==> src/rtl/vga_pkg.sv <==
// 640x480@60 raster timing constants and shared types for the display path.
// Consumed by the timing generator and by the software-visible scroll/scale logic.
package vga_pkg;

  localparam int unsigned CNT_W    = 10;

  localparam int unsigned H_ACTIVE = 640;
  localparam int unsigned H_FP     = 16;
  localparam int unsigned H_SYNC   = 96;
  localparam int unsigned H_BP     = 48;
  localparam int unsigned H_TOTAL  = H_ACTIVE + H_FP + H_SYNC + H_BP;
  localparam int unsigned H_SYNC_START = H_ACTIVE + H_FP;
  localparam int unsigned H_SYNC_END   = H_SYNC_START + H_SYNC - 1;

  localparam int unsigned V_ACTIVE = 480;
  localparam int unsigned V_FP     = 10;
  localparam int unsigned V_SYNC   = 2;
  localparam int unsigned V_BP     = 33;
  localparam int unsigned V_TOTAL  = V_ACTIVE + V_FP + V_SYNC + V_BP;
  localparam int unsigned V_SYNC_START = V_ACTIVE + V_FP;
  localparam int unsigned V_SYNC_END   = V_SYNC_START + V_SYNC - 1;

  typedef logic [CNT_W-1:0] cnt_t;
  typedef logic [11:0]      rgb12_t;

endpackage

==> src/rtl/vga_timing_if.sv <==
// Raster coordinate / pixel return / VGA pin bundle between timing generator and video side.
// master = timing generator; slave = framebuffer lookup + pin consumer.
interface vga_timing_if;
  import vga_pkg::*;

  cnt_t       pixel_x;
  cnt_t       pixel_y;
  rgb12_t     pixel;
  logic [3:0] vga_r;
  logic [3:0] vga_g;
  logic [3:0] vga_b;
  logic       vga_hsync;
  logic       vga_vsync;
  logic       vblank_irq;

  modport master (
    output pixel_x, pixel_y, vga_r, vga_g, vga_b, vga_hsync, vga_vsync, vblank_irq,
    input  pixel
  );

  modport slave (
    input  pixel_x, pixel_y, vga_r, vga_g, vga_b, vga_hsync, vga_vsync, vblank_irq,
    output pixel
  );

endinterface

==> src/rtl/vga_pix_tick.sv <==
// Pixel-rate divider: one-clk tick every PIX_DIV clks, first tick PIX_DIV clks after reset.
// Free-running, no backpressure.
module vga_pix_tick #(
  parameter int unsigned PIX_DIV = 4
) (
  input  logic clk,
  input  logic rst_n,
  output logic tick
);

  localparam int unsigned DW = (PIX_DIV > 1) ? $clog2(PIX_DIV) : 1;
  localparam logic [DW-1:0] DIV_MAX = DW'(PIX_DIV - 1);

  logic [DW-1:0] div_cnt;

  assign tick = (div_cnt == DIV_MAX);

  always_ff @(posedge clk or negedge rst_n) begin
    if (!rst_n) begin
      div_cnt <= '0;
    end else if (tick) begin
      div_cnt <= '0;
    end else begin
      div_cnt <= div_cnt + 1'b1;
    end
  end

endmodule

==> src/rtl/vga_timing.sv <==
// VGA raster generator: coordinates out, returned pixel captured to pins one pixel period later.
// Free-running with no backpressure; vblank_irq is a single-clk pulse.
module vga_timing #(
  parameter int unsigned PIX_DIV  = 4,
  parameter int unsigned PIPE_LAT = 2,
  parameter int unsigned H_ACTIVE = vga_pkg::H_ACTIVE,
  parameter int unsigned H_FP     = vga_pkg::H_FP,
  parameter int unsigned H_SYNC   = vga_pkg::H_SYNC,
  parameter int unsigned H_BP     = vga_pkg::H_BP,
  parameter int unsigned V_ACTIVE = vga_pkg::V_ACTIVE,
  parameter int unsigned V_FP     = vga_pkg::V_FP,
  parameter int unsigned V_SYNC   = vga_pkg::V_SYNC,
  parameter int unsigned V_BP     = vga_pkg::V_BP
) (
  input  logic          clk,
  input  logic          rst_n,
  vga_timing_if.master  vif
);
  import vga_pkg::*;

  localparam int unsigned H_TOT = H_ACTIVE + H_FP + H_SYNC + H_BP;
  localparam int unsigned V_TOT = V_ACTIVE + V_FP + V_SYNC + V_BP;

  localparam cnt_t H_LAST   = cnt_t'(H_TOT - 1);
  localparam cnt_t V_LAST   = cnt_t'(V_TOT - 1);
  localparam cnt_t H_ACT_C  = cnt_t'(H_ACTIVE);
  localparam cnt_t V_ACT_C  = cnt_t'(V_ACTIVE);
  localparam cnt_t HS_FIRST = cnt_t'(H_ACTIVE + H_FP);
  localparam cnt_t HS_LAST  = cnt_t'(H_ACTIVE + H_FP + H_SYNC - 1);
  localparam cnt_t VS_FIRST = cnt_t'(V_ACTIVE + V_FP);
  localparam cnt_t VS_LAST  = cnt_t'(V_ACTIVE + V_FP + V_SYNC - 1);
  // Line whose wrap enters vertical blank.
  localparam cnt_t V_IRQ_LN = cnt_t'(V_ACTIVE - 1);

  if (PIX_DIV <= PIPE_LAT) begin : g_bad_div
    $error("vga_timing: PIX_DIV must exceed PIPE_LAT so the lookup settles before capture");
  end
  if (H_TOT > (1 << CNT_W) || V_TOT > (1 << CNT_W)) begin : g_bad_cnt
    $error("vga_timing: raster totals exceed counter width");
  end

  logic   tick;
  cnt_t   h_cnt;
  cnt_t   v_cnt;
  rgb12_t rgb_q;
  logic   hsync_q;
  logic   vsync_q;
  logic   irq_q;
  logic   active;
  logic   hs_on;
  logic   vs_on;

  vga_pix_tick #(.PIX_DIV(PIX_DIV)) u_tick (
    .clk   (clk),
    .rst_n (rst_n),
    .tick  (tick)
  );

  assign active = (h_cnt < H_ACT_C) && (v_cnt < V_ACT_C);
  assign hs_on  = (h_cnt >= HS_FIRST) && (h_cnt <= HS_LAST);
  assign vs_on  = (v_cnt >= VS_FIRST) && (v_cnt <= VS_LAST);

  always_ff @(posedge clk or negedge rst_n) begin
    if (!rst_n) begin
      h_cnt   <= '0;
      v_cnt   <= '0;
      rgb_q   <= '0;
      hsync_q <= 1'b1;
      vsync_q <= 1'b1;
      irq_q   <= 1'b0;
    end else begin
      irq_q <= 1'b0;
      if (tick) begin
        // Blanking masks whatever the lookup returns outside the visible window.
        rgb_q   <= active ? vif.pixel : '0;
        hsync_q <= !hs_on;
        vsync_q <= !vs_on;
        if (h_cnt == H_LAST) begin
          h_cnt <= '0;
          v_cnt <= (v_cnt == V_LAST) ? '0 : v_cnt + 1'b1;
          irq_q <= (v_cnt == V_IRQ_LN);
        end else begin
          h_cnt <= h_cnt + 1'b1;
        end
      end
    end
  end

  assign vif.pixel_x    = h_cnt;
  assign vif.pixel_y    = v_cnt;
  assign vif.vga_r      = rgb_q[11:8];
  assign vif.vga_g      = rgb_q[7:4];
  assign vif.vga_b      = rgb_q[3:0];
  assign vif.vga_hsync  = hsync_q;
  assign vif.vga_vsync  = vsync_q;
  assign vif.vblank_irq = irq_q;

endmodule
==> src/flat_wrapper.sv <==
// flat-port wrapper written by rule: the top's interface ports become plain ports
module vga_timing_flat import vga_pkg::*;
#(
  parameter int unsigned PIX_DIV  = 4,
  parameter int unsigned PIPE_LAT = 2,
  parameter int unsigned H_ACTIVE = vga_pkg::H_ACTIVE,
  parameter int unsigned H_FP     = vga_pkg::H_FP,
  parameter int unsigned H_SYNC   = vga_pkg::H_SYNC,
  parameter int unsigned H_BP     = vga_pkg::H_BP,
  parameter int unsigned V_ACTIVE = vga_pkg::V_ACTIVE,
  parameter int unsigned V_FP     = vga_pkg::V_FP,
  parameter int unsigned V_SYNC   = vga_pkg::V_SYNC,
  parameter int unsigned V_BP     = vga_pkg::V_BP
)
  (clk, rst_n, vif_pixel_x, vif_pixel_y, vif_vga_r, vif_vga_g, vif_vga_b, vif_vga_hsync, vif_vga_vsync, vif_vblank_irq, vif_pixel);
  vga_timing_if vif_i ();
  input  logic clk;
  input  logic rst_n;
  output wire logic [$bits(vif_i.pixel_x)-1:0] vif_pixel_x;
  output wire logic [$bits(vif_i.pixel_y)-1:0] vif_pixel_y;
  output wire logic [$bits(vif_i.vga_r)-1:0] vif_vga_r;
  output wire logic [$bits(vif_i.vga_g)-1:0] vif_vga_g;
  output wire logic [$bits(vif_i.vga_b)-1:0] vif_vga_b;
  output wire logic [$bits(vif_i.vga_hsync)-1:0] vif_vga_hsync;
  output wire logic [$bits(vif_i.vga_vsync)-1:0] vif_vga_vsync;
  output wire logic [$bits(vif_i.vblank_irq)-1:0] vif_vblank_irq;
  input wire logic [$bits(vif_i.pixel)-1:0] vif_pixel;
  assign vif_pixel_x = vif_i.pixel_x;
  assign vif_pixel_y = vif_i.pixel_y;
  assign vif_vga_r = vif_i.vga_r;
  assign vif_vga_g = vif_i.vga_g;
  assign vif_vga_b = vif_i.vga_b;
  assign vif_vga_hsync = vif_i.vga_hsync;
  assign vif_vga_vsync = vif_i.vga_vsync;
  assign vif_vblank_irq = vif_i.vblank_irq;
  assign vif_i.pixel = vif_pixel;
  vga_timing #(.PIX_DIV(PIX_DIV), .PIPE_LAT(PIPE_LAT), .H_ACTIVE(H_ACTIVE), .H_FP(H_FP), .H_SYNC(H_SYNC), .H_BP(H_BP), .V_ACTIVE(V_ACTIVE), .V_FP(V_FP), .V_SYNC(V_SYNC), .V_BP(V_BP)) u_core (.clk(clk), .rst_n(rst_n), .vif(vif_i));
endmodule
==> config.mk <==
export PLATFORM = sky130hd
export DESIGN_NAME = vga_timing_flat
export DESIGN_NICKNAME = d
export VERILOG_FILES = /design/src/rtl/vga_pkg.sv /design/src/rtl/vga_timing_if.sv /design/src/rtl/vga_pix_tick.sv /design/src/rtl/vga_timing.sv /design/src/flat_wrapper.sv
export SDC_FILE = /design/constraint.sdc
export NUM_CORES = 1
export LEC_CHECK = 0
export BUFFER_PORTS_ARGS = -buffer_cell sky130_fd_sc_hd__buf_4
export CAP_MARGIN = 10
export CORE_ASPECT_RATIO = 1.25
export CORE_MARGIN = 3
export CORE_UTILIZATION = 53
export CTS_BUF_LIST = sky130_fd_sc_hd__clkbuf_4 sky130_fd_sc_hd__clkbuf_8
export DETAILED_ROUTE_END_ITERATION = 12
export PLACE_DENSITY = 0.81
export SYNTH_ARGS = -nofsm -noshare
export SYNTH_HDL_FRONTEND = slang
export SYNTH_HIERARCHICAL = 1
export SYNTH_SLANG_ARGS = --single-unit
==> constraint.sdc <==
create_clock -name clk -period 2.7 [get_ports clk]
set_clock_uncertainty 0.05 [all_clocks]
set_input_delay 0.405 -clock clk [delete_from_list [all_inputs] [get_ports clk]]
set_output_delay 0.405 -clock clk [all_outputs]
set_load 0.02 [all_outputs]
==> flow_summary.toml <==
[grt]
grt_pass1_wl_um = 6800
grt_overflow = 0
grt_usage_pct = 21.7
grt_pass1_vias = 1475
antenna_found_initial = 0
grt_max_degree = 38

[worst_setup_path]
cp_max_fo = 9
start_kind = "flop"
worstPathRequired_ps = 2930
worstPathArrival_ps = 2470
ff2ff_setup_slack_ps = 460
worst_setup_path_end_kind = "flop"
path_class = "flop to flop"

[clock_network]
cts_tree = "yes"
clock_path_buffers = 2
path_clk_slew_ps = 110
root_buffer = "clkbuf_4"
cts_buffers = 5
cts_resized = 0
clock_latency_ps = 350
ctsHtreeMaxLevel = 2
cts_num_sinks = 37

[routing]
route.detailed.wl_per_inst_um = 15.1
first_pass_iters = 4
route.detailed.drc = 0
via_per_inst = 5.43
totalWireLength_um = 4070
vias = 1467
antenna_left = 0
first_iter_violations = 79

[yosys]
synthCells = 180
syn_area_mm2 = 0.00174
yosysUniqueCellTypes = 32
synth-warning-count = 6
ys_ff_latch = 37
yosysSeqAreaShare_pct = 53.3
syn_area_per_cell_um2 = 9.68
synth_fp_nets = 199

[floorplanning]
die-area_mm2 = 0.00402
rows = 22
die_y_um = 70.1
core_area_mm2 = 0.00306
initial_core_util_pct = 57.0
io_pins = 49
fp.dieW_um = 57.3

[sta]
final_max_slew_viol_count = 0
rsz0062_at_grt = "false"
finalSetupViolations = 0
min_period_ps = 2240
fin_crit_sh_pct = 83.0
finalSetupTns_ps = 0
worstMarginPinSlew_ps = 477
maxSlewHeadroom_pct = 68.0
fin_ws_ps = 460
hold_viol = 0
max_freq_mhz = 446

[layout]
drive_gt1_share_pct = 27.4
fillCellCount = 250
antennaDiodeCount = 0
post-route-util_pct = 72.6
final_area_mm2 = 0.00222
nets = 252
area_growth_pct = 27.4
finalNonFillerCells = 270

[placed_design]
dp_hpwl_um = 2940
place_inst = 261
post-place-ws_ps = 493
gp_congestion = 0.854
placed_cell_area_mm2 = 0.00214
port_buffers = 48

[power]
comb_power_share_pct = 6.2
swShare_pct = 22.7
peakVddDrop_v = 0.000352
powerDensity_mw_per_mm2 = 432
p_int_uw = 741
p_switching_uw = 218
p_leak_uw = 0.00104
p_clk_share_pct = 34.6
sequentialPowerShare_pct = 59.2

[worst_hold_path]
hold_class = "input pin to flop"

[status]
outcome = "finished clean"

[run]
drv_cap = 0
cells by family after synthesis:
family	Yosys count	share of synthesized area (%)
simple gates	74	22.8
flops	37	53.3
compound gates	26	7.90
buf+inv	25	5.89
xor+xnor	13	6.53
fa+ha+maj	5	3.59
sequential cells by signal, indices dropped and copies added (netlist names):
| name | count |
|---|---|
| u_core/rgb_q | 12 |
| u_core/u_tick/div_cnt | 2 |
| u_core/vif.vga_hsync | 1 |
| u_core/vif.vga_vsync | 1 |
| u_core/vif.pixel_x | 10 |
| u_core/vif.pixel_y | 10 |
| u_core/vif.vblank_irq | 1 |
area by class of cell:
class	count	area, um^2	share of cell area [%]
clock inverters	1	5.00	0.225
multi-input cells	118	712	32.1
repair buffers	52	393	17.7
inverters	19	71.3	3.21
flip-flops and latches	37	928	41.8
well taps	36	45.0	2.03
clock buffers	7	65.1	2.93
placed cells by master, fill, tap and decap left out:
| cell type | n |
|---|---|
| clkbuf_4 | 5 |
| nand2_1 | 19 |
| dlygate4sd3_1 | 1 |
| buf_4 | 51 |
| nor3_2 | 1 |
| o31ai_1 | 1 |
| dfstp_2 | 2 |
| nand4_1 | 7 |
| nor4b_1 | 1 |
| and2_1 | 1 |
| or4_1 | 1 |
| xor2_1 | 6 |
| and3_1 | 2 |
| and4_1 | 1 |
| o21ai_0 | 18 |
| nor3_1 | 7 |
| clkbuf_8 | 2 |
| ha_1 | 5 |
| nor4_1 | 5 |
| nor2_1 | 10 |
| o22ai_1 | 1 |
| or3_1 | 2 |
| nand3b_1 | 1 |
| or4_4 | 1 |
| xnor2_1 | 7 |
| nand3_1 | 12 |
| or4b_4 | 1 |
| clkinv_2 | 1 |
| a21oi_1 | 5 |
| dfrtp_1 | 35 |
| nor4bb_1 | 1 |
| inv_1 | 19 |
| and4b_1 | 1 |
| o311ai_0 | 1 |
path summary, 6_finish.rpt:
| kind | from | end | cells after the start |
|---|---|---|---|
| max | u_core/vif.pixel_x[6] | u_core/vif.pixel_y[4] | 4 |
| max reg2reg | u_core/vif.pixel_x[6] | u_core/vif.pixel_y[4] | 4 |
| max in group asynchronous | rst_n | u_core/vif.vga_vsync | 2 |
| min | vif_pixel[3] | u_core/rgb_q[3] | 3 |
| min in group asynchronous | rst_n | u_core/vif.pixel_y[9] | 2 |
| min reg2reg | u_core/u_tick/div_cnt[0] | u_core/u_tick/div_cnt[0] | 1 |
repair_timing:
action / in CTS / in global routing
buffers inserted: 0 / 0
hold buffers: 1 / 0
hold endpoints to repair: 35 / 0
per-layer routing:
layer / part of all wire [%] / wire length [um] / GRT usage (%) / vias to the layer above
met2: 50 / 2040 / 37.4 / 60
met1: 42 / 1700 / 25.8 / 678
li1: - / - / - / 722
met3: 6.6 / 267 / 5.91 / 7
met4: 1.4 / 57 / 7.47 / 0
met5: 0 / 0 / 0 / -
stage by stage:
step	total power (uW)	hold slack, ps
after global placement	636	325
after global routing	1000	201
after detailed placement	639	339
final	959	210
after CTS	973	200
after floorplan	596	59.4
power by group through the flow:
| stage | combinational [uW] | sequential (uW) | clock, uW |
|---|---|---|---|
| 6_report | 59.7 | 568 | 331 |
| 5_1_grt | 65.2 | 569 | 366 |
| 4_1_cts | 61.1 | 568 | 344 |
| 3_5_place_dp | 59.9 | 579 | 0 |
| 3_3_place_gp | 57.7 | 578 | 0 |
| 2_1_floorplan | 5.82 | 590 | 0 |
worst max-delay path: stages, from the launching register on:
cell     delay (ps)
dfrtp_1         500
or4b_4          610
or4_4           540
or3_1           320
a21oi_1         150
synthesized netlist by cell type:
| cell | number | share of area, % |
|---|---|---|
| nand2_1 | 19 | 4.1 |
| o31ai_1 | 1 | 0.43 |
| o311ai_0 | 1 | 0.50 |
| nor4b_1 | 1 | 0.50 |
| and3_1 | 2 | 0.72 |
| nand3b_1 | 1 | 0.43 |
| xnor2_1 | 7 | 3.5 |
| nor3_1 | 7 | 2.0 |
| or4_4 | 1 | 0.65 |
| nor2_1 | 10 | 2.2 |
| buf_2 | 1 | 0.29 |
| dfrtp_1 | 35 | 50 |
| ha_1 | 5 | 3.6 |
| xor2_1 | 6 | 3.0 |
| or3_1 | 2 | 0.72 |
| nor3_2 | 1 | 0.57 |
| or4_1 | 1 | 0.43 |
| and4b_1 | 1 | 0.57 |
| dfstp_2 | 2 | 3.0 |
| and4_1 | 1 | 0.50 |
| a21oi_1 | 5 | 1.4 |
| buf_6 | 1 | 0.65 |
| nor4bb_1 | 1 | 0.57 |
| o21ai_0 | 18 | 5.2 |
| or4b_4 | 1 | 0.79 |
| inv_1 | 19 | 4.1 |
| nand3_1 | 12 | 3.4 |
| clkbuf_1 | 4 | 0.86 |
| nor4_1 | 5 | 1.8 |
| and2_1 | 1 | 0.36 |
| o22ai_1 | 1 | 0.36 |
| nand4_1 | 7 | 2.5 |
No activity file was read; power rests on OpenSTA's default activity.
